===== config.mk =====
export PLATFORM = sky130hd
export DESIGN_NAME = sequence_round_ctrl
export DESIGN_NICKNAME = d
export VERILOG_FILES = /design/src/rtl/sequence_round_ctrl_pkg.sv /design/src/rtl/sequence_round_ctrl_timer.sv /design/src/rtl/sequence_round_ctrl.sv
export SDC_FILE = /design/constraint.sdc
export NUM_CORES = 1
export LEC_CHECK = 0
export BUFFER_PORTS_ARGS = -buffer_cell sky130_fd_sc_hd__buf_4
export CAP_MARGIN = 20
export CORE_AREA = 5 5 73 75
export DETAILED_ROUTE_END_ITERATION = 12
export DIE_AREA = 0 0 78 80
export GPL_ROUTABILITY_DRIVEN = 0
export PLACE_DENSITY_LB_ADDON = 0.25
export SYNTH_ARGS = -nofsm -noshare
export SYNTH_HDL_FRONTEND = slang
export SYNTH_SLANG_ARGS = --single-unit

===== constraint.sdc =====
create_clock -name clk -period 7.15 [get_ports clk]
set_input_delay 1.43 -clock clk [delete_from_list [all_inputs] [get_ports clk]]
set_output_delay 1.43 -clock clk [all_outputs]
set_load 0.005 [all_outputs]

===== src/rtl/sequence_round_ctrl_pkg.sv =====
// Shared definitions for the game-round controller and the sequence generator:
// controller state encoding, default RAM geometry and a small sizing helper.
package sequence_round_ctrl_pkg;

  localparam int ADDR_W_DEF = 5;
  localparam int DATA_W_DEF = 4;

  typedef enum logic [3:0] {
    IDLE,
    GEN,
    SHOW_RD,
    SHOW_LAT,
    SHOW_ON,
    SHOW_GAP,
    IN_RD,
    IN_WAIT,
    ROUND_END
  } state_t;

  function automatic int maxOf3(input int a, input int b, input int c);
    int m;
    m = (a > b) ? a : b;
    return (m > c) ? m : c;
  endfunction

endpackage


===== src/rtl/sequence_round_ctrl_timer.sv =====
// Loadable down-counter shared by the show, gap and input-timeout intervals.
// Expired is high while the count sits at zero; load wins over enable.
module round_timer #(
  parameter int W = 10
) (
  input  logic         clk,
  input  logic         rst,
  input  logic         i_load,
  input  logic [W-1:0] i_loadValue,
  input  logic         i_enable,
  output logic         o_expired
);

  logic [W-1:0] r_count;

  always_ff @(posedge clk) begin
    if (!rst) begin
      r_count <= '0;
    end else if (i_load) begin
      r_count <= i_loadValue;
    end else if (i_enable && (r_count != '0)) begin
      r_count <= r_count - 1'b1;
    end
  end

  assign o_expired = (r_count == '0);

endmodule


===== src/rtl/sequence_round_ctrl.sv =====
// Game-round controller: triggers pattern generation, plays back the first N
// nibbles, collects N player entries and grows N until a win or a loss.
module sequence_round_ctrl
  import sequence_round_ctrl_pkg::*;
#(
  parameter int ADDR_W      = ADDR_W_DEF,
  parameter int DATA_W      = DATA_W_DEF,
  parameter int MAX_LEN     = 32,
  parameter int SHOW_CYC    = 24,
  parameter int GAP_CYC     = 8,
  parameter int TIMEOUT_CYC = 1000
) (
  input  logic              clk,
  input  logic              rst,
  input  logic              start,
  output logic              gen_start,
  input  logic              gen_finish,
  output logic [ADDR_W-1:0] mem_addr,
  output logic              mem_rd,
  input  logic [DATA_W-1:0] mem_rdata,
  output logic              disp_valid,
  output logic [DATA_W-1:0] disp_value,
  input  logic              in_valid,
  input  logic [DATA_W-1:0] in_value,
  output logic [ADDR_W:0]   round,
  output logic              busy,
  output logic              win,
  output logic              lose
);

  localparam int TMAX = maxOf3(SHOW_CYC, GAP_CYC, TIMEOUT_CYC);
  localparam int TW   = (TMAX > 0) ? $clog2(TMAX + 1) : 1;

  // Intervals load N-1 so that the zero-count cycle is the last one of the interval.
  localparam logic [TW-1:0]   SHOW_LOAD = TW'(SHOW_CYC - 1);
  localparam logic [TW-1:0]   GAP_LOAD  = TW'(GAP_CYC - 1);
  localparam logic [TW-1:0]   TO_LOAD   = TW'((TIMEOUT_CYC > 0) ? TIMEOUT_CYC - 1 : 0);
  localparam logic [ADDR_W:0] MAX_ROUND = (ADDR_W + 1)'(MAX_LEN);

  state_t            r_state;
  state_t            w_nextState;
  logic [ADDR_W-1:0] r_idx;
  logic [ADDR_W:0]   r_round;
  logic [DATA_W-1:0] r_disp;
  logic [DATA_W-1:0] r_expected;
  logic              r_inFirst;
  logic              r_genStart;
  logic              r_win;
  logic              r_lose;

  logic              w_expired;
  logic              w_timeout;
  logic              w_lastIdx;
  logic              w_inMatch;
  logic [DATA_W-1:0] w_expected;
  logic              w_timerLoad;
  logic [TW-1:0]     w_timerLoadValue;
  logic              w_timerEnable;

  // RAM data is only valid in the first IN_WAIT cycle, so it is used directly then and held afterwards.
  assign w_expected = r_inFirst ? mem_rdata : r_expected;
  assign w_inMatch  = (in_value == w_expected);
  assign w_lastIdx  = ({1'b0, r_idx} == (r_round - 1'b1));
  assign w_timeout  = (TIMEOUT_CYC != 0) && w_expired;

  round_timer #(
    .W(TW)
  ) u_timer (
    .clk        (clk),
    .rst        (rst),
    .i_load     (w_timerLoad),
    .i_loadValue(w_timerLoadValue),
    .i_enable   (w_timerEnable),
    .o_expired  (w_expired)
  );

  always_ff @(posedge clk) begin
    if (!rst) begin
      r_state <= IDLE;
    end else begin
      r_state <= w_nextState;
    end
  end

  always_comb begin
    w_nextState = r_state;
    case (r_state)
      IDLE:      if (start) w_nextState = GEN;
      GEN:       if (gen_finish) w_nextState = SHOW_RD;
      SHOW_RD:   w_nextState = SHOW_LAT;
      SHOW_LAT:  w_nextState = SHOW_ON;
      SHOW_ON:   if (w_expired) w_nextState = SHOW_GAP;
      SHOW_GAP:  if (w_expired) w_nextState = w_lastIdx ? IN_RD : SHOW_RD;
      IN_RD:     w_nextState = IN_WAIT;
      IN_WAIT: begin
        // A player entry takes priority over a timeout expiring in the same cycle.
        if (in_valid) begin
          if (!w_inMatch)     w_nextState = IDLE;
          else if (w_lastIdx) w_nextState = ROUND_END;
          else                w_nextState = IN_RD;
        end else if (w_timeout) begin
          w_nextState = IDLE;
        end
      end
      ROUND_END: w_nextState = (r_round == MAX_ROUND) ? IDLE : SHOW_RD;
      default:   w_nextState = IDLE;
    endcase
  end

  always_comb begin
    w_timerLoad      = 1'b0;
    w_timerLoadValue = '0;
    w_timerEnable    = 1'b0;
    case (r_state)
      SHOW_LAT: begin
        w_timerLoad      = 1'b1;
        w_timerLoadValue = SHOW_LOAD;
      end
      SHOW_ON: begin
        w_timerEnable    = 1'b1;
        w_timerLoad      = w_expired;
        w_timerLoadValue = GAP_LOAD;
      end
      SHOW_GAP: w_timerEnable = 1'b1;
      IN_RD: begin
        w_timerLoad      = 1'b1;
        w_timerLoadValue = TO_LOAD;
      end
      IN_WAIT:  w_timerEnable = 1'b1;
      default:  w_timerEnable = 1'b0;
    endcase
  end

  always_ff @(posedge clk) begin
    if (!rst) begin
      r_idx      <= '0;
      r_round    <= '0;
      r_disp     <= '0;
      r_expected <= '0;
      r_inFirst  <= 1'b0;
      r_genStart <= 1'b0;
      r_win      <= 1'b0;
      r_lose     <= 1'b0;
    end else begin
      r_genStart <= (r_state == IDLE) && start;
      r_win      <= (r_state == ROUND_END) && (r_round == MAX_ROUND);
      r_lose     <= (r_state == IN_WAIT) &&
                    ((in_valid && !w_inMatch) || (!in_valid && w_timeout));
      r_inFirst  <= (r_state == IN_RD);
      case (r_state)
        IDLE:     if (start) r_round <= (ADDR_W + 1)'(1);
        GEN:      if (gen_finish) r_idx <= '0;
        SHOW_LAT: r_disp <= mem_rdata;
        SHOW_GAP: if (w_expired) r_idx <= w_lastIdx ? '0 : r_idx + 1'b1;
        IN_WAIT: begin
          if (r_inFirst) r_expected <= mem_rdata;
          if (in_valid && w_inMatch && !w_lastIdx) r_idx <= r_idx + 1'b1;
        end
        ROUND_END: begin
          if (r_round != MAX_ROUND) begin
            r_round <= r_round + 1'b1;
            r_idx   <= '0;
          end
        end
        default: ;
      endcase
    end
  end

  always_comb begin
    mem_rd     = (r_state == SHOW_RD) || (r_state == IN_RD);
    mem_addr   = r_idx;
    disp_valid = (r_state == SHOW_ON);
    disp_value = disp_valid ? r_disp : '0;
    busy       = (r_state != IDLE);
    gen_start  = r_genStart;
    win        = r_win;
    lose       = r_lose;
    round      = r_round;
  end

endmodule


## Yosys cells after proc, flatten, opt, wreduce, memory -nomap -nowiden

Cells that the tools add are included.

- Word-level logic and storage cells: 85
- Bits in registers: 37
- Input bits: 13
- Output and inout bits: 21

- Mux-type cells: 27
- Reductions and logical operators: 25
- Eq/ne operators: 19
- Add/sub/neg operators: 4

Operator list:

| operator | count |
|---|---|
| 4-bit two-way mux | 10 |
| 4-bit case mux with 9 select lines | 1 |
| 10-bit case mux with 3 select lines | 1 |
| 5-bit two-way mux | 5 |
| 10-bit two-way mux | 2 |
| 5-bit case mux with 4 select lines | 1 |
| 4-bit by 3-bit equality test with 1-bit output, second input constant | 4 |
| 6-bit two-way mux | 2 |
| 6-bit case mux with 2 select lines | 1 |
| 10-bit zero test | 1 |
| 5-bit AND reduction | 2 |
| 10-bit nonzero test | 1 |
| 10-bit by 1-bit subtractor with 10-bit output, second input constant | 1 |
| 4-bit by 2-bit equality test with 1-bit output, second input constant | 2 |
| 1-bit logical AND | 8 |
| 4-bit nonzero test | 2 |
| 6-bit by 1-bit adder with 6-bit output, second input constant | 1 |
| 5-bit by 6-bit equality test with 1-bit output | 1 |
| 6-bit equality test, second input constant | 1 |
| 2-bit by 1-bit != test with 1-bit output, second input constant | 3 |
| 2-bit != test, second input constant | 3 |
| 6-bit != test, second input constant | 1 |
| 6-bit by 1-bit subtractor with 6-bit output, second input constant | 1 |
| 5-bit by 1-bit adder with 5-bit output, second input constant | 1 |
| 15 further kinds | 19 |

## Logic depth before layout (Yosys ltp)

- Depth after elaboration: 6
- Mapped depth: 8
- Gate-level depth less buffers: 8

## Hierarchy

A second synthesis with hierarchy kept.

- Cells, all modules: 286
- Area total of the unflattened synthesis: 2,364.8 um^2

Modules (own cells, without submodules):

| module | times used | seq. area each (um^2) | cells an instance | area each (um^2) |
|---|---|---|---|---|
| sequence_round_ctrl | 1 | 540.5 | 212 | 1,766.7 |
| round_timer | 1 | 200.2 | 74 | 598.1 |

## Worst setup path after synthesis

No wires, ideal clock.

- Path kind: in2reg
- Start point: input mem_rdata[0]
- End point: register r_idx[2], in the netlist mem_addr[2]
- Data arrival time: 2,730 ps
- Buffers on the path: 0
- Setup time: 70 ps
- Slack: 4,350 ps
- Data required time: 7,080 ps
- Stages: 6
- Path through: mux2i_1 > mux2i_1 > nand4_1 > a22o_4 > or3_1 > a21oi_1

- Word-level cells in the longest chain between the ends: 6

Ends and longest elaborated chain:

| element | line | RTL |
|---|---|---|
| start, declared | sequence_round_ctrl.sv:20 | `input logic [DATA_W-1:0] mem_rdata,` |
| 4-bit two-way mux | -- |  |
| 4-bit equality test | sequence_round_ctrl.sv:62 | `assign w_inMatch = (in_value == w_expected);` |
| 1-bit logical AND (2 in a row) | sequence_round_ctrl.sv:157 | `if (in_valid && w_inMatch && !w_lastIdx) r_idx <= r_idx + 1'b1;` |
| 2-bit by 1-bit != test with 1-bit output (no source line) | -- |  |
| 5-bit AND reduction (no source line) | -- |  |
| end signal, assigned | sequence_round_ctrl.sv:154 | `SHOW_GAP: if (w_expired) r_idx <= w_lastIdx ? '0 : r_idx + 1'b1;` |
| end signal, assigned | sequence_round_ctrl.sv:157 |  |
| end, declared | sequence_round_ctrl.sv:42 | `logic [ADDR_W-1:0] r_idx;` |

No other way between the ends.
A chain may end at the register's enable or synchronous reset.

## Worst setup path after layout

- Start point: register r_state[2]
- End point: output disp_value[1]

- Word-level cells in the longest chain between the ends: 2

Ends and longest elaborated chain:

| element | line | RTL |
|---|---|---|
| start, declared | sequence_round_ctrl.sv:40 | `state_t r_state;` |
| start signal, assigned | sequence_round_ctrl.sv:81 | `r_state <= w_nextState;` |
| 4-bit by 3-bit equality test with 1-bit output | sequence_round_ctrl.sv:173 | `disp_valid = (r_state == SHOW_ON);` |
| 4-bit two-way mux | sequence_round_ctrl.sv:174 | `disp_value = disp_valid ? r_disp : '0;` |
| end, declared | sequence_round_ctrl.sv:22 | `output logic [DATA_W-1:0] disp_value,` |

No other way between the ends.

==> results.ini <==
[cts]
cts_htree_levels = 2
cts_resized = 0
clk_pin_slew_ns = 0.07
clk_latency_ns = 0.29
cts.sinks = 37
root_buffer = clkbuf_8
hold_buffers = 0
cts_tree = yes
numCtsBuffers = 5
cts_buffer_depth = 2
cts_setup_buffers = 0

[global_route]
busiest_layer = met2
grtUsageMet1_pct = 23.4
grt_use_met2_pct = 29.5
grt_use_total_pct = 18.0
grt_first_pass_wirelength_um = 9170
grt-ovfl-total = 0
use_met3_pct = 3.72
grt_max_degree = 23
grt_antenna_before_repair = 0
grt_pass1_vias = 1972

[timing]
hold-worst-slack_ns = 0.458
fin_setup_tns_ns = 0
hold_viol_final = 0
fin_crit_sh_pct = 45.7
slew_viol_final = 0
clock.fmax_mhz = 306
slew_headroom_pct = 47.5
finClkSkew_ns = 0.00809
grt_setup_unrepaired = false
fin_crit_ns = 3.27
worst_pin_slew_ns = 0.782
setup_viol = 0

[layout]
fillers = 456
stdcell_count = 364
syn_to_final_growth_pct = 15.1
nNetsFinal = 327
n_antenna_cell = 0
drive_gt1_share_pct = 18.4
fin_area_um2 = 2570

[drt]
routed_via_density = 5.84
drt-total-wl_um = 5330
wl_per_cell_um = 14.6
num_vias = 2125
drc = 0
drtIter0Drc = 212
dr.pass1.iters = 4
ant_nets = 0

[job]
cap_violations = 0

[worst_setup_path]
reg2reg_depth = 8
path_class = reg2out
critPathArrivalTime_ns = 1.84
crit_required_ns = 5.72
critPathLaunchType = flip-flop
cp-end-kind = output port
cp_max_fo = 22

[logic_synthesis]
netlist_area_um2 = 2230
async_flop_share_pct = 0
synth_cells = 283
yosysWarnings = 0
synth_compound_area_share_pct = 22.5
synthXorXnorAreaFrac_pct = 6.27
synth_top_area_share_pct = 33.1
ys.flop_type = dfxtp_1
synthSimpleGateAreaFrac_pct = 27.3
synth_fa_ha_area_share_pct = 2.80
syn_avg_cell_area_um2 = 7.90
synth_fp_nets = 301
yosysSeqAreaShare_pct = 33.1
synth_top_family_by_area = simple AND/OR/NAND/NOR gates
synthTopCellsByArea = dfxtp_1, a21oi_1, nand2_1
synth.distinct_cells = 56
synth_seq_cells = 37
muxShareOfSynthArea_pct = 3.64
synth_edf_count = 0
synth_top_area_cell = dfxtp_1

[min_path]
whs_path_depth = 2
min_path_type = reg2reg

[place]
dpl.hpwl_um = 3980
portBuffers = 33
place_area_um2 = 2480
dp.cells = 356

[power_and_ir_drop]
ir_drop_mv = 0.101
power_density_nw_per_um2 = 174
finalPower_w = 0.000446
p_leak_nw = 0.951

[die]
core-area_um2 = 4600
die_area_um2 = 6240
rows = 25
die_h_um = 80
boundaryPins = 34
initial_core_util_pct = 48.6
die_x_um = 78

[outcome]
status = completed

-- placed cells by master, fill, tap and decap left out, drive strengths merged, types with 7 or more instances in the layout --
master,count
inv,8
o21ai,16
xnor2,7
dfxtp,37
nand3,12
nor3,10
nand2,31
nor2,25
a21oi,25
xor2,9
buf,33
mux2i,7
nand4,7
-- Yosys cell counts, drive strengths merged, types with 2 or more instances --
library cell  count
ha                5
xor2              9
o21a              5
mux2i             7
nor4              3
a211oi            2
a311oi            5
a21oi            25
dfxtp            37
o221a             3
nor3b             3
nand3            12
o211ai            2
a31oi             4
clkbuf           11
and2              4
or3               5
inv               8
xnor2             7
nand2b            2
nor2             25
nand2            31
o21ai            16
nor3             10
buf               3
and3              2
nor2b             3
or4               2
o22ai             2
nand4             7
and4              2
or2               3
-- critical path, cell delays in order (launching register included) --
cell     delay [ns]
dfxtp_1        0.75
nand2_1        0.26
nor2_1         0.28
and2_1         0.17
buf_4          0.10
-- flip-flops by register name (all words and copies together), names as in the netlist --
register and cells:
u_timer.r_count 10, round 6, mem_addr 5, r_disp 4, r_expected 4, r_state 4, gen_start 1, lose 1
r_inFirst 1, win 1
-- kinds of logic after synthesis --
family,after synthesis
AND/OR/NAND/NOR,118
buffers and inverters,23
multiplexers,8
AO/OA/AOI/OAI,76
adder cells (fa/ha/maj),5
XOR/XNOR,16
flip-flops,37
-- metal layers --
layer  routed length, µm  share of wire, %
met4                  71               1.3
met3                 197               3.7
met5                   0                 0
met1                2510                47
met2                2550                48
-- final cells by class --
type	instances	area [µm²]	share of cell area [%]
Inverter	9	33.8	1.31
Clock buffer	5	68.8	2.68
Multi-Input combinational cell	223	1400	54.3
Tap cell	54	67.6	2.63
Timing Repair Buffer	33	248	9.64
Clock inverter	3	17.5	0.681
Sequential cell	37	741	28.8
-- worst paths after layout --
check	startpoint	slack, ns	end
min	r_expected[2]$_SDFFE_PN0P_	0.46	r_expected[2]$_SDFFE_PN0P_
max	r_state[2]$_SDFFE_PN0P_	3.88	disp_value[1]
min reg2reg	r_expected[2]$_SDFFE_PN0P_	0.46	r_expected[2]$_SDFFE_PN0P_
max reg2reg	u_timer.r_count[0]$_SDFFE_PN0P_	4.55	u_timer.r_count[9]$_SDFFE_PN0P_
-- metrics by stage --
stage	utilization (%)	setup WS [ns]
final	55.9	3.88
after global routing	55.9	3.70
after CTS	55.9	3.89
after detailed placement	54.0	4.08
after global placement	54.0	4.13
after floorplan	-	4.35
-- where the power goes --
group / internal, W / switching (W) / leakage, nW
sequential: 0.000211 / 0.00000945 / 0.299
clock: 0.0000672 / 0.0000771 / 0.0439
combinational: 0.0000349 / 0.0000464 / 0.608
(Power assumes the default switching activity.)
